==> src/rtl/mem_arbiter_if.sv <==
// Bus bundle between the MIPS core requesters, the shared RAM port and the arbiter.
// The arbiter uses the slave modport; the environment around it uses master.
interface mem_arbiter_if #(
    parameter int ADDR_W = 32
);
    logic              iREN;
    logic [ADDR_W-1:0] iaddr;
    logic              dREN;
    logic              dWEN;
    logic [ADDR_W-1:0] daddr;
    logic [ADDR_W-1:0] dstore;
    logic [1:0]        ramstate;
    logic [ADDR_W-1:0] ramload;
    logic              clr_err;
    logic              ramREN;
    logic              ramWEN;
    logic [ADDR_W-1:0] ramaddr;
    logic [ADDR_W-1:0] ramstore;
    logic              ihit;
    logic              dhit;
    logic [ADDR_W-1:0] iload;
    logic [ADDR_W-1:0] dload;
    logic              err;

    modport slave (
        input  iREN, iaddr, dREN, dWEN, daddr, dstore, ramstate, ramload, clr_err,
        output ramREN, ramWEN, ramaddr, ramstore, ihit, dhit, iload, dload, err
    );

    modport master (
        output iREN, iaddr, dREN, dWEN, daddr, dstore, ramstate, ramload, clr_err,
        input  ramREN, ramWEN, ramaddr, ramstore, ihit, dhit, iload, dload, err
    );
endinterface

==> src/rtl/mem_arbiter.sv <==
// Shares one RAM port between instruction fetch and data load/store, giving data
// priority while guaranteeing fetch a grant after MAX_DSTREAK back-to-back data grants.
module mem_arbiter #(
    parameter int MAX_DSTREAK = 4,
    parameter int TIMEOUT     = 64,
    parameter int ADDR_W      = 32
) (
    input logic          CLK,
    input logic          nRST,
    mem_arbiter_if.slave bus
);
    localparam int DS_W = $clog2(MAX_DSTREAK + 1);
    localparam int TC_W = $clog2(TIMEOUT) + 1;
    localparam logic [DS_W-1:0] DS_MAX   = DS_W'(MAX_DSTREAK);
    localparam logic [TC_W-1:0] TC_LAST  = TC_W'(TIMEOUT - 1);
    localparam logic [1:0]      RS_ACCESS = 2'd2;
    localparam logic [1:0]      RS_ERROR  = 2'd3;

    typedef enum logic [1:0] {IDLE, IGRANT, DGRANT, ERR} state_t;

    state_t            r_state;
    logic [DS_W-1:0]   r_dstreak;
    logic [TC_W-1:0]   r_tcnt;

    logic              w_dreq;
    logic              w_grantReq;
    logic              w_access;
    logic              w_ihit;
    logic              w_dhit;
    logic [ADDR_W-1:0] w_ramaddr;
    logic [ADDR_W-1:0] w_ramstore;

    assign w_dreq     = bus.dREN | bus.dWEN;
    assign w_access   = (bus.ramstate == RS_ACCESS);
    assign w_grantReq = (r_state == IGRANT) ? bus.iREN : w_dreq;

    // A grant always falls back to IDLE, so every access is followed by one bubble cycle.
    always_ff @(posedge CLK or negedge nRST) begin
        if (!nRST) begin
            r_state   <= IDLE;
            r_dstreak <= '0;
            r_tcnt    <= '0;
        end else begin
            case (r_state)
                IDLE: begin
                    if (w_dreq && !(bus.iREN && r_dstreak == DS_MAX)) begin
                        r_state   <= DGRANT;
                        r_tcnt    <= '0;
                        r_dstreak <= bus.iREN ? r_dstreak + DS_W'(1) : '0;
                    end else if (bus.iREN) begin
                        r_state   <= IGRANT;
                        r_tcnt    <= '0;
                        r_dstreak <= '0;
                    end
                end
                IGRANT, DGRANT: begin
                    if (bus.ramstate == RS_ERROR) begin
                        r_state <= ERR;
                    end else if (w_access) begin
                        r_state <= IDLE;
                    end else if (r_tcnt == TC_LAST) begin
                        r_state <= ERR;
                    end else if (!w_grantReq) begin
                        r_state <= IDLE;
                    end else begin
                        r_tcnt <= r_tcnt + TC_W'(1);
                    end
                end
                ERR: begin
                    if (bus.clr_err) begin
                        r_state   <= IDLE;
                        r_dstreak <= '0;
                    end
                end
                default: r_state <= IDLE;
            endcase
        end
    end

    // RAM drive follows the state directly so an asynchronous reset drops the strobes at once.
    always_comb begin
        w_ramaddr  = '0;
        w_ramstore = '0;
        case (r_state)
            IGRANT: w_ramaddr = bus.iaddr;
            DGRANT: begin
                w_ramaddr  = bus.daddr;
                w_ramstore = bus.dstore;
            end
            default: begin
                w_ramaddr  = '0;
                w_ramstore = '0;
            end
        endcase
    end

    assign w_ihit = (r_state == IGRANT) && w_access;
    assign w_dhit = (r_state == DGRANT) && w_access;

    assign bus.ramREN   = (r_state == IGRANT) || ((r_state == DGRANT) && bus.dREN && !bus.dWEN);
    assign bus.ramWEN   = (r_state == DGRANT) && bus.dWEN;
    assign bus.ramaddr  = w_ramaddr;
    assign bus.ramstore = w_ramstore;
    assign bus.ihit     = w_ihit;
    assign bus.dhit     = w_dhit;
    assign bus.iload    = w_ihit ? bus.ramload : '0;
    assign bus.dload    = w_dhit ? bus.ramload : '0;
    assign bus.err      = (r_state == ERR);
endmodule

==> src/flat_wrapper.sv <==
// flat-port wrapper written by rule: the top's interface ports become plain ports
module mem_arbiter_flat 
#(
    parameter int MAX_DSTREAK = 4,
    parameter int TIMEOUT     = 64,
    parameter int ADDR_W      = 32
)
  (CLK, nRST, bus_iREN, bus_iaddr, bus_dREN, bus_dWEN, bus_daddr, bus_dstore, bus_ramstate, bus_ramload, bus_clr_err, bus_ramREN, bus_ramWEN, bus_ramaddr, bus_ramstore, bus_ihit, bus_dhit, bus_iload, bus_dload, bus_err);
  mem_arbiter_if #(.ADDR_W(ADDR_W)) bus_i ();
  input logic CLK;
  input logic nRST;
  input wire logic [$bits(bus_i.iREN)-1:0] bus_iREN;
  input wire logic [$bits(bus_i.iaddr)-1:0] bus_iaddr;
  input wire logic [$bits(bus_i.dREN)-1:0] bus_dREN;
  input wire logic [$bits(bus_i.dWEN)-1:0] bus_dWEN;
  input wire logic [$bits(bus_i.daddr)-1:0] bus_daddr;
  input wire logic [$bits(bus_i.dstore)-1:0] bus_dstore;
  input wire logic [$bits(bus_i.ramstate)-1:0] bus_ramstate;
  input wire logic [$bits(bus_i.ramload)-1:0] bus_ramload;
  input wire logic [$bits(bus_i.clr_err)-1:0] bus_clr_err;
  output wire logic [$bits(bus_i.ramREN)-1:0] bus_ramREN;
  output wire logic [$bits(bus_i.ramWEN)-1:0] bus_ramWEN;
  output wire logic [$bits(bus_i.ramaddr)-1:0] bus_ramaddr;
  output wire logic [$bits(bus_i.ramstore)-1:0] bus_ramstore;
  output wire logic [$bits(bus_i.ihit)-1:0] bus_ihit;
  output wire logic [$bits(bus_i.dhit)-1:0] bus_dhit;
  output wire logic [$bits(bus_i.iload)-1:0] bus_iload;
  output wire logic [$bits(bus_i.dload)-1:0] bus_dload;
  output wire logic [$bits(bus_i.err)-1:0] bus_err;
  assign bus_i.iREN = bus_iREN;
  assign bus_i.iaddr = bus_iaddr;
  assign bus_i.dREN = bus_dREN;
  assign bus_i.dWEN = bus_dWEN;
  assign bus_i.daddr = bus_daddr;
  assign bus_i.dstore = bus_dstore;
  assign bus_i.ramstate = bus_ramstate;
  assign bus_i.ramload = bus_ramload;
  assign bus_i.clr_err = bus_clr_err;
  assign bus_ramREN = bus_i.ramREN;
  assign bus_ramWEN = bus_i.ramWEN;
  assign bus_ramaddr = bus_i.ramaddr;
  assign bus_ramstore = bus_i.ramstore;
  assign bus_ihit = bus_i.ihit;
  assign bus_dhit = bus_i.dhit;
  assign bus_iload = bus_i.iload;
  assign bus_dload = bus_i.dload;
  assign bus_err = bus_i.err;
  mem_arbiter #(.MAX_DSTREAK(MAX_DSTREAK), .TIMEOUT(TIMEOUT), .ADDR_W(ADDR_W)) u_core (.CLK(CLK), .nRST(nRST), .bus(bus_i));
endmodule
==> config.mk <==
export PLATFORM = sky130hd
export DESIGN_NAME = mem_arbiter_flat
export DESIGN_NICKNAME = d
export VERILOG_FILES = /design/src/rtl/mem_arbiter_if.sv /design/src/rtl/mem_arbiter.sv /design/src/flat_wrapper.sv
export SDC_FILE = /design/constraint.sdc
export NUM_CORES = 1
export LEC_CHECK = 0
export CAP_MARGIN = 20
export CORE_AREA = 2 2 104 106
export DETAILED_ROUTE_END_ITERATION = 8
export DIE_AREA = 0 0 106 108
export GPL_TIMING_DRIVEN = 0
export PLACE_DENSITY = 0.76
export SKIP_LAST_GASP = 1
export SLEW_MARGIN = 10
export SYNTH_ARGS = -nofsm -noshare
export SYNTH_HDL_FRONTEND = slang
export SYNTH_SLANG_ARGS = --single-unit
export TNS_END_PERCENT = 10
==> constraint.sdc <==
create_clock -name CLK -period 2.5 [get_ports CLK]
set_input_delay 0.25 -clock CLK [delete_from_list [all_inputs] [get_ports CLK]]
set_output_delay 0.25 -clock CLK [all_outputs]
set_load 0.01 [all_outputs]
### Yosys cells after proc, flatten, opt, wreduce, memory -nomap -nowiden

Index checks and enable logic that the tools add are counted.

| cells by class | value |
|---|---|
| add/subtract/negate cells | 2 |
| multiply operators | 0 |
| divide/modulo/power cells | 0 |
| magnitude comparators | 0 |
| eq/ne operators | 14 |
| shifts and indexed selects | 0 |
| mux-type cells | 25 |
| bitwise operators | 1 |
| reduce and logical (&&, ||, !) cells | 17 |

Operators with widths:

| operator | number |
|---|---|
| 32-bit 2-to-1 mux | 3 |
| 32-bit case mux with 2 select lines | 1 |
| 7-bit 2-to-1 mux | 6 |
| 2-bit 2-to-1 mux | 7 |
| 7-bit case mux with 2 select lines | 1 |
| 3-bit 2-to-1 mux | 4 |
| 2-bit == test, second input constant | 4 |
| 2-bit inequality test, second input constant | 4 |
| 7-bit by 1-bit adder with 7-bit output, second input constant | 1 |
| 7-bit by 6-bit == test with 1-bit output, second input constant | 1 |
| 1-bit logical AND | 7 |
| 2-bit case mux with 3 select lines | 1 |
| 3-bit case mux with 2 select lines | 1 |
| 3-bit AND reduction | 2 |
| 6-bit AND reduction | 1 |
| 5-bit inequality test, second input constant | 1 |
| 2-bit nonzero test | 2 |
| 3-bit by 1-bit adder with 3-bit output, second input constant | 1 |
| 3-bit == test, second input constant | 1 |
| 3-bit by 2-bit inequality test with 1-bit output, second input constant | 1 |
| 2-bit by 1-bit == test with 1-bit output, second input constant | 1 |
| 1-bit zero test | 2 |
| 2-bit zero test | 1 |
| 2-bit by 1-bit inequality test with 1-bit output, second input constant | 1 |
| other kinds (4) | 4 |

| word-level totals | value |
|---|---|
| bits in registers | 12 |
| bits in latches | 0 |
| bits in writable memories | 0 |
| bits in read-only memories | 0 |
| input port bits | 136 |
| word-level logic and storage cells | 62 |
| memories | 0 |

### Logic depth before layout (Yosys ltp)

Gate-level depths: netlist (run 1).

| depth | value |
|---|---|
| word-level depth | 7 |
| mapped depth | 7 |

### Worst setup path after synthesis (run 1)

No wires, ideal clock.

| path | value |
|---|---|
| path kind | register to register |
| from | register u_core.r_state[1] |
| to | register u_core.r_tcnt[3] |
| arrival | 1.696 ns |
| data required time | 2.367 ns |
| slack | 0.671 ns |
| stages on the path, launching flop included | 8 |
| path buffers | 1 |
| period minus slack after synthesis | 1.829 ns |
| cell sequence | dfrtp_1 > inv_1 > ha_1 > buf_2 > nor2b_1 > or3_1 > o311ai_0 > nand3_1 |

| on the way | value |
|---|---|
| longest elaborated chain between the ends | 4 |
| elaborated cells between the ends (all ways) | 13 |
| those cells by class | eq/ne: 7; mux: 2; reduce/logical: 4 |

RTL lines:

| element | RTL line | RTL |
|---|---|---|
| start: declaration | mem_arbiter.sv:21 | `state_t r_state;` |
| start signal: assignment | mem_arbiter.sv:40 | `r_state <= IDLE;` |
| start signal: assignment | mem_arbiter.sv:47 | `r_state <= DGRANT;` |
| start signal: assignment | mem_arbiter.sv:51 | `r_state <= IGRANT;` |
| 2-bit == test or 2-bit by 1-bit == test with 1-bit output (tied branches) | mem_arbiter.sv:44, mem_arbiter.sv:35 |  |
| 2-bit OR reduction or 1-bit 2-to-1 mux (tied branches) | mem_arbiter.sv:44, mem_arbiter.sv:35 |  |
| 2-bit by 1-bit inequality test with 1-bit output (no line), or another cell as far along | - |  |
| 6-bit AND reduction (no line) | - |  |
| end signal: assignment | mem_arbiter.sv:66 | `r_tcnt <= r_tcnt + TC_W'(1);` |
| end: declaration | mem_arbiter.sv:23 | `logic [TC_W-1:0] r_tcnt;` |

Parallel ways exist; a longest one is shown, timed or not.
A chain may end at the register's enable or synchronous reset.

### Worst setup path after layout (run 1)

| path | value |
|---|---|
| from | register u_core.r_state[1] |
| to | output port bus_iload[27] |

| on the way | value |
|---|---|
| longest elaborated chain between the ends | 3 |

RTL lines:

| element | RTL line | RTL |
|---|---|---|
| 2-bit by 1-bit == test with 1-bit output | mem_arbiter.sv:97 | `assign w_ihit = (r_state == IGRANT) && w_access;` |
| 1-bit logical AND | mem_arbiter.sv:97 |  |
| 32-bit 2-to-1 mux | mem_arbiter.sv:106 | `assign bus.iload = w_ihit ? bus.ramload : '0;` |
| end: declaration | flat_wrapper.sv:27 | `output wire logic [$bits(bus_i.iload)-1:0] bus_iload;` |

Every way passes these cells.

==> flow_summary.json, run 1 <==
{
  "status": "finished with violations",
  "violations": "negative setup slack",
  "peakVddDrop_uv": 677.1,
  "cap_violations": 0,
  "crit_required_ns": 2.25,
  "cts_root_buffer": "clkbuf_8",
  "synthMuxAreaShare": 0.01263,
  "overflow": 0,
  "max_freq_mhz": 392.1,
  "crit_arrival_ns": 2.30,
  "critPathTopFamily": "buffers and inverters",
  "use_met2": 0.3484,
  "wl_per_cell_um": 16.06,
  "start_util": 0.1936,
  "postCtsHoldBufs": 0,
  "grt_pass1_vias": 3041,
  "yosysSeqAreaShare": 0.1516,
  "crit_path_cell_trace": "inv_2 -> ha_1 -> buf_6 -> and3b_2 -> clkbuf_8 -> and2_1 -> clkdlybuf4s50_1",
  "die_h_um": 108,
  "ys_ff_latch": 12,
  "ant_nets": 0,
  "clkSinkCount": 12,
  "slew_headroom": 0.5705,
  "synth.largest_area_cell": "and2_1",
  "synth_area_leaders": "and2_1 31%, dfrtp_1 15%, a22oi_1 12%",
  "synthXorXnorAreaFrac": 0,
  "worst_pin_slew_ns": 0.6426,
  "synth_cells": 285,
  "core_area_um2": 10230,
  "cts_buffers": 3,
  "synth_top_family_by_area": "simple AND/OR/NAND/NOR gates",
  "hold_violations": 0,
  "grt_start_max_net_pins": 13,
  "busiest_layer": "met2",
  "power_w": 0.003309,
  "path_max_fanout": 10,
  "startpoint": "u_core.r_state[1]",
  "drt_iter0_drc": 136,
  "fin_ws_ns": -0.05064,
  "synth_top_area_frac": 0.3064,
  "wl_um": 11210,
  "leakagePower_nw": 2.158,
  "syn_nets": 430,
  "slowest_delay_ns": 0.54,
  "nets": 708,
  "grt_pass1_wl_um": 16440,
  "vias_per_cell": 4.509,
  "dr.pass1.iters": 4,
  "htree_levels": 1,
  "worstSetupEndpointType": "output port",
  "rows": 37,
  "placed_area_um2": 4833,
  "die_w_um": 106,
  "synth_cell_types": 44,
  "synth_edf_count": 0,
  "hpwl_um": 9581,
  "clock_path_buffers": 2,
  "clk_latency_ns": 0.25,
  "avgSynthCellArea_um2": 6.950,
  "synthSimpleGateAreaFrac": 0.5047,
  "hp-class": "input port to asynchronous set/reset pin",
  "portBuffers": 268,
  "ioPinCount": 269,
  "cts_tree": "yes",
  "path_buf_inv": 4,
  "period_share": 1.020,
  "stdcell_area_um2": 5007,
  "dieArea_um2": 11450,
  "power.density_nw_per_um2": 660.9,
  "num_vias": 3147,
  "fin_hold_ws_ns": 0.3428,
  "grt_util_all_layers": 0.1819,
  "slowest_stage": "clkdlybuf4s50_1",
  "post-route-min-period_ns": 2.551,
  "rsz0062_at_grt": "yes",
  "path_clk_slew_ns": 0.06,
  "antennaDiodeCount": 0,
  "final_cell_mix": "254 x clkdlybuf4s50_1, 97 x and2_1, 39 x nor2_1",
  "pre_cts_slack_ns": -0.2944,
  "mostFrequentLayoutCell": "clkdlybuf4s50_1",
  "grt_antenna_before_repair": 0,
  "synthFlopType": "dfrtp_1",
  "slew_viol_final": 0,
  "path_class": "register to output port",
  "post-route-util": 0.4894,
  "synth-adder-area-share": 0.05685,
  "synth_area_um2": 1981,
  "async_flop_share": 1.000,
  "met3_usage": 0.04641,
  "gr-usage-met1": 0.2051,
  "area_growth_pct": 152.8,
  "yosys_warnings": 0,
  "synth_compound_area_frac": 0.2129,
  "drcViolationCount": 0,
  "reg2reg_from": "u_core.r_state[0]",
  "setup_viol": 19,
  "cp-start-kind": "register",
  "drive_gt1_frac": 0.07473,
  "gp_congestion": 0.9295,
  "skew_ns": 0.006029
}
-- sequential cells by signal, indices dropped and copies added (netlist names) --
signal and count:
u_core.r_dstreak 3, u_core.r_tcnt 7, u_core.r_state 2
-- repair_timing --
action,in CTS,in global routing
endpoints found under the setup margin,129,125
resized for setup,23,40
setup buffers,2,1
gates cloned,0,2
pin swaps,0,0
-- power by group --
group | switching [W] | leakage, nW | total [W] | internal, W
Combinational | 0.00135 | 1.97 | 0.00280 | 0.00145
Clock | 0.0000755 | 0.0288 | 0.000215 | 0.000139
Sequential | 0.0000515 | 0.160 | 0.000295 | 0.000244
Total | 0.00148 | 2.16 | 0.00331 | 0.00183
-- final cells by class --
type                            count  area [um2]
Buffer                             23       155.1
Clock buffer                        4       55.05
Fill cell                         995        5224
Inverter                            7       26.28
Multi-Input combinational cell    243        1564
Sequential cell                    12       301.5
Tap cell                          136       170.2
Timing Repair Buffer              273        2735
-- cell families (layout without fill, tap and decap cells) --
logic type	count (synthesis)	in the layout
flops	12	12
compound gates	55	55
fa+ha+maj	9	9
simple gates	177	177
mux	2	2
buf+inv	30	307
-- synth_stat cells (2+ instances only) --
| cell type | instances |
|---|---|
| a21oi_1 | 2 |
| a22oi_1 | 32 |
| a31oi_1 | 3 |
| and2_1 | 97 |
| and3b_1 | 2 |
| buf_1 | 2 |
| clkbuf_1 | 19 |
| dfrtp_1 | 12 |
| ha_1 | 9 |
| inv_1 | 6 |
| nand2_1 | 13 |
| nand3_1 | 5 |
| nand4_1 | 2 |
| nor2_1 | 39 |
| nor3_1 | 4 |
| nor4_1 | 3 |
| o211ai_1 | 4 |
| o21ai_0 | 2 |
| o311ai_0 | 3 |
| or3_1 | 2 |
-- metrics by stage --
stage | instances | TNS [ns]
after floorplan | 285 | 0
after global placement | 689 | -5.426
after detailed placement | 689 | -9.467
after CTS | 695 | -9.398
after global routing | 698 | -5.137
final | 698 | -0.4331
-- routing by layer --
layer,routed length [um],vias up
met4,150,0
li1,-,1541
met2,5673,193
met5,0,-
met1,4337,1402
met3,1047,11
-- final timing paths --
| path | endpoint | slack, ns | cells past startpoint |
|---|---|---|---|
| max in group asynchronous | u_core.r_state[0] | 1.79 | 1 |
| worst min register to register | u_core.r_dstreak[2] | 0.49 | 1 |
| min in group CLK | u_core.r_dstreak[2] | 0.49 | 1 |
| worst max-delay path | bus_iload[27] | -0.05 | 7 |
| worst min-delay path | u_core.r_tcnt[1] | 0.34 | 1 |
| worst max register to register | u_core.r_tcnt[0] | 0.42 | 7 |
(Power assumes the default switching activity.)
==> run 2: changes to the inputs <==
CORE_AREA = 5 5 101 103   (was 2 2 104 106)
CTS_CLUSTER_SIZE = 8   (was unset)
DONT_BUFFER_PORTS = 1   (was unset)
PLACE_DENSITY = 0.45   (was 0.76)
==> run 2 against run 1 <==
Net effect: the run now ends clean; register-to-register slack worse by 0.11 ns; sequential share of layout area up 7.8 points; non-clock buffer count decreased by 272; clock power down 14%; hold slack got worse by 0.076 ns; first-iteration DRC count grew 5.1%; global-route usage shrank 4.3 points; largest power group unchanged; via count down 31%; largest cell class is now multi-input gates; sequential cell count unchanged; sequential power decreased by 2%; worst setup slack better by 0.15 ns; cell count decreased by 43%.
==> flow_summary.json, run 2 (synthesis results as in run 1) <==
{
  "power.internal_w": 0.0008585,
  "rsz0062_at_grt": "yes",
  "final_cell_mix": "97 x and2_1, 39 x nor2_1, 32 x a22oi_1",
  "path_max_fanout": 10,
  "vias_per_cell": 5.465,
  "slew_headroom": 0.5848,
  "max_freq_mhz": 417.2,
  "largestRegisters": "u_core.r_tcnt x7, u_core.r_dstreak x3, u_core.r_state x2",
  "cts_tree": "yes",
  "drt_iter0_drc": 143,
  "crit_path_cell_trace": "inv_1 -> ha_1 -> buf_2 -> and3b_1 -> clkbuf_1 -> and2_1",
  "stdcell_count": 400,
  "crit_required_ns": 2.25,
  "dr.pass1.iters": 4,
  "regToRegSetupSlack_ns": 0.31,
  "hpwl_um": 7650,
  "slowest_stage": "dfrtp_1",
  "grt_antenna_before_repair": 0,
  "path_class": "register to output port",
  "power_frac_clock": 0.085,
  "wl_per_cell_um": 22.06,
  "crit_arrival_ns": 2.15,
  "fin_hold_ws_ns": 0.2664,
  "worst_pin_slew_ns": 0.6228,
  "clock_path_buffers": 2,
  "area_growth_pct": 9.792,
  "largest_register_ffs": 7,
  "htree_levels": 1,
  "status": "completed",
  "path_buf_inv": 3,
  "clkSinkCount": 12,
  "num_vias": 2186,
  "grt_util_all_layers": 0.1387,
  "grt_pass1_wl_um": 12610,
  "power_w": 0.002150,
  "ant_nets": 0,
  "switching_share": 0.6008,
  "leakagePower_nw": 0.8879,
  "dieArea_um2": 11450,
  "worstSetupEndpointType": "output port",
  "grt_start_max_net_pins": 13,
  "critPathTopFamily": "buffers and inverters",
  "gp_congestion": 0.7615,
  "slew_viol_final": 0,
  "peakVddDrop_uv": 387.5,
  "start_util": 0.2174,
  "overflow": 0,
  "cp-start-kind": "register",
  "slowest_delay_ns": 0.42,
  "hp-class": "input port to register",
  "post-route-min-period_ns": 2.397,
  "cts_root_buffer": "clkbuf_8",
  "clk_latency_ns": 0.24,
  "portBuffers": 0,
  "wl_um": 8824,
  "path_clk_slew_ns": 0.06,
  "post_cts_buffers": 0,
  "dp.cells": 396,
  "rows": 35,
  "hold_violations": 0,
  "die_w_um": 106,
  "core_area_um2": 9109,
  "power_frac_seq": 0.135,
  "grt_pass1_vias": 2158,
  "cap_violations": 0,
  "regMostFlops": "u_core.r_tcnt",
  "final.setup.tns_ns": 0,
  "fin_ws_ns": 0.1032,
  "drive_gt1_frac": 0.05536,
  "switchingPower_w": 0.001292,
  "mostFrequentLayoutCell": "and2_1",
  "antennaDiodeCount": 0,
  "power.density_nw_per_um2": 988.9,
  "period_share": 0.9587,
  "nets": 436,
  "drcViolationCount": 0,
  "combPwrFrac": 0.779,
  "cts_buffers": 3,
  "ioPinCount": 269,
  "skew_ns": 0.001151,
  "pre_cts_slack_ns": 0.01793,
  "die_h_um": 108,
  "setup_viol": 0
}
run 2: tightest hold or removal path: cells and delay by family:
family        cells  cell delay [ns]
simple gates      3             0.21
run 2: per-stage QoR:
step	util	cell area, um2
6_report	0.2387	2175
4_1_cts	0.2386	2173
3_3_place_gp	0.2327	2120
5_1_grt	0.2387	2175
3_5_place_dp	0.2327	2120
2_1_floorplan	-	1981
run 2: final cells by class:
cell class              instances  area, um2
fillers                      1012       6934
multi-input cells             243       1559
repair buffers                  1      10.01
plain buffers                  23      98.84
flip-flops and latches         12      300.3
well taps                     111      138.9
inverters                       7      26.28
clock buffers                   3      41.29
run 2: final timing paths:
check                                    startpoint                  end  cells past startpoint
worst max-delay path              u_core.r_state[1]        bus_iload[13]                      6
worst max register to register    u_core.r_state[1]     u_core.r_tcnt[3]                      7
worst min register to register  u_core.r_dstreak[2]  u_core.r_dstreak[2]                      1
worst min-delay path                bus_ramstate[1]     u_core.r_tcnt[3]                      3
min in group asynchronous                      nRST  u_core.r_dstreak[0]                      1
max in group asynchronous                      nRST     u_core.r_tcnt[4]                      1
run 2: repair_timing:
| action | in CTS | in global routing |
|---|---|---|
| resized for setup | 2 | 2 |
| setup endpoints to repair | 10 | 47 |
| cloned | 0 | 0 |
| hold buffers | 1 | 0 |
| endpoints found under the hold margin | 12 | 0 |
run 2: layer usage:
| metal | part of all wire | GRT usage |
|---|---|---|
| met1 | 0.37 | 0.1593 |
| met2 | 0.54 | 0.2741 |
| met3 | 0.089 | 0.02985 |
| met4 | 0.0027 | 0.008326 |
| met5 | 0 | 0 |
run 2: power groups by stage:
stage	registers, W	clock network, W	logic, W
6_report	0.000290	0.000184	0.00168
5_1_grt	0.000297	0.000196	0.00190
4_1_cts	0.000291	0.000189	0.00172
3_5_place_dp	0.000294	0	0.00170
3_3_place_gp	0.000291	0	0.00168
2_1_floorplan	0.000282	0	0.00131
==> run 3: changes to the inputs <==
ABC_AREA = 1   (was unset)
CTS_BUF_LIST = sky130_fd_sc_hd__clkbuf_16   (was unset)
PLACE_DENSITY = 0.46   (was 0.45)
==> run 3 against run 2 <==
Net effect: hold slack worse by 0.0060 ns; critical path depth is 1 lower; die area stayed put; maximum frequency is 9.6% higher.
==> flow_summary.json, run 3 <==
{
  "hpwl_um": 8372,
  "synth.largest_area_cell": "nand2_1",
  "synth_area_um2": 2083,
  "clkSinkCount": 12,
  "rr_worst_depth": 8,
  "fin_hold_ws_ns": 0.2605,
  "die_w_um": 106,
  "met3_usage": 0.05493,
  "synth_edf_count": 0,
  "grt_util_all_layers": 0.1436,
  "rsz0062_at_grt": "no",
  "cts_root_buffer": "clkbuf_16",
  "vias_per_cell": 4.757,
  "mostFrequentLayoutCell": "nand2_1",
  "area_growth_pct": 10.93,
  "regToRegSetupSlack_ns": 0.90,
  "path_max_fanout": 10,
  "ys_ff_latch": 12,
  "use_met2": 0.2268,
  "nets": 557,
  "ant_nets": 0,
  "yosysSeqAreaShare": 0.1441,
  "slew_viol_final": 0,
  "synthFlopType": "dfrtp_1",
  "cap_violations": 0,
  "timing.rr.end": "u_core.r_state[1]",
  "largestRegisters": "u_core.r_tcnt x7, u_core.r_dstreak x3, u_core.r_state x2",
  "grt_pass1_vias": 2279,
  "drive_gt1_frac": 0.1046,
  "regMostFlops": "u_core.r_tcnt",
  "min_to": "u_core.r_dstreak[2]",
  "crit_arrival_ns": 1.94,
  "pre_cts_slack_ns": 0.5459,
  "holdCritStartpoint": "bus_iREN",
  "core_area_um2": 9109,
  "synth_top_area_frac": 0.2432,
  "busiest_layer": "met2",
  "grt_start_max_net_pins": 13,
  "overflow": 0,
  "largest_register_ffs": 7,
  "wl_per_cell_um": 18.05,
  "drcViolationCount": 0,
  "drt_iter0_drc": 168,
  "num_vias": 2483,
  "cts_buffers": 3,
  "reg2reg_from": "u_core.r_state[1]",
  "yosysMostFrequentCell": "nand2_1",
  "worstSetupEndpointType": "output port",
  "slew_headroom": 0.6012,
  "clk_latency_ns": 0.25,
  "post-route-min-period_ns": 2.187,
  "final.setup.tns_ns": 0,
  "fin_ws_ns": 0.3131,
  "crit_required_ns": 2.25,
  "dr.pass1.iters": 4,
  "dieArea_um2": 11450,
  "hp-class": "input port to register",
  "synth.cells.most_frequent": "135 x nand2_1, 78 x inv_1, 69 x nor2_1",
  "hold_violations": 0,
  "skew_ns": 0.004513,
  "async_flop_share": 1.000,
  "worst_pin_slew_ns": 0.5931,
  "synth_cells": 406,
  "ctsResizeCount": 0,
  "grt_pass1_wl_um": 12880,
  "status": "completed",
  "yosys_warnings": 0,
  "start_util": 0.2287,
  "peakVddDrop_uv": 400.0,
  "grt_antenna_before_repair": 0,
  "avgSynthCellArea_um2": 5.131,
  "setup_viol": 0,
  "power.density_nw_per_um2": 935.7,
  "syn_nets": 551,
  "cts_tree": "yes",
  "portBuffers": 0,
  "clock_path_buffers": 2,
  "leakagePower_nw": 1.411,
  "whs_path_depth": 4,
  "max_freq_mhz": 457.3,
  "gp_congestion": 0.8814,
  "gr-usage-met1": 0.1787,
  "period_share": 0.8748,
  "path_clk_slew_ns": 0.04,
  "wl_um": 9422,
  "antennaDiodeCount": 0,
  "cp-start-kind": "register",
  "rows": 35,
  "synth_area_leaders": "nand2_1 24%, dfrtp_1 14%, inv_1 14%",
  "path_class": "register to output port",
  "htree_levels": 1,
  "synth_cell_types": 27,
  "die_h_um": 108,
  "ioPinCount": 269,
  "fillers": 1071,
  "final_cell_mix": "135 x nand2_1, 78 x inv_1, 69 x nor2_1",
  "power_w": 0.002162
}
[run 3: changes by cell type in the layout (fill, tap and decap cells not counted), sizes merged, moves of 8 or more]
cell | before | now
nand2 | 13 | 140
nor2 | 39 | 75
clkbuf | 22 | 8
nand3 | 6 | 14
inv | 7 | 87
and2 | 97 | 0
buf | 4 | 15
a21oi | 2 | 33
a22oi | 32 | 0
[run 3: worst max-delay path, stage by stage (launching register included)]
cell and delay, ns:
dfrtp_1 0.41, inv_1 0.10, ha_1 0.38, inv_2 0.21, clkbuf_1 0.40, a21oi_1 0.19
[run 3: per-layer routing]
layer  vias up  part of all wire
li1       1187                 -
met4         0             0.024
met5         -                 0
met2       128              0.46
met1      1153              0.40
met3        15              0.11
[run 3: repair_timing]
item | in CTS | in global routing
hold endpoints to repair | 12 | 0
hold buffers | 1 | 0
setup buffers | 0 | 0
[run 3: cell families (layout without fill, tap and decap cells)]
logic type	Yosys count	in the layout	share of synthesized area
simple gates	234	234	0.4691
compound gates	40	40	0.09850
buf+inv	107	112	0.2174
flops	12	12	0.1441
xor+xnor	4	4	0.01682
fa+ha+maj	9	9	0.05406
[run 3: area by class of cell]
class,instances,area (um2),share of cell area
Inverter,87,326.6,0.1413
Clock buffer,3,75.07,0.03249
Sequential cell,12,300.3,0.1299
Buffer,20,126.4,0.05468
Timing Repair Buffer,1,10.01,0.004331
Clock inverter,1,3.754,0.001624
Multi-Input combinational cell,287,1330,0.5755
Tap cell,111,138.9,0.06010
[run 3: report_power, final]
part	total [W]	internal [W]	switching, W
sequential	0.000279	0.000236	0.0000428
clock	0.000302	0.000211	0.0000904
combinational	0.00158	0.000388	0.00119
total	0.00216	0.000835	0.00133
[run 3: how the worst max path moves through the flow]
stage / cells past startpoint / endpoint / startpoint / slack (ns)
floorplan: 8 / bus_iload[10] / u_core.r_state[1] / 0.90
global placement: 5 / bus_ramaddr[2] / u_core.r_state[0] / 0.57
detailed placement: 5 / bus_ramaddr[25] / u_core.r_state[0] / 0.55
CTS: 5 / bus_ramaddr[25] / u_core.r_state[0] / 0.28
global route: 6 / bus_ramaddr[31] / u_core.r_state[1] / 0.1
finish: 5 / bus_ramaddr[25] / u_core.r_state[0] / 0.31
[run 3: per-stage QoR]
stage | util | cell area [um2] | cells
after floorplan | - | 2083 | 406
after global placement | 0.2440 | 2222 | 517
after detailed placement | 0.2440 | 2222 | 517
after CTS | 0.2537 | 2311 | 522
after global routing | 0.2537 | 2311 | 522
final | 0.2537 | 2311 | 522
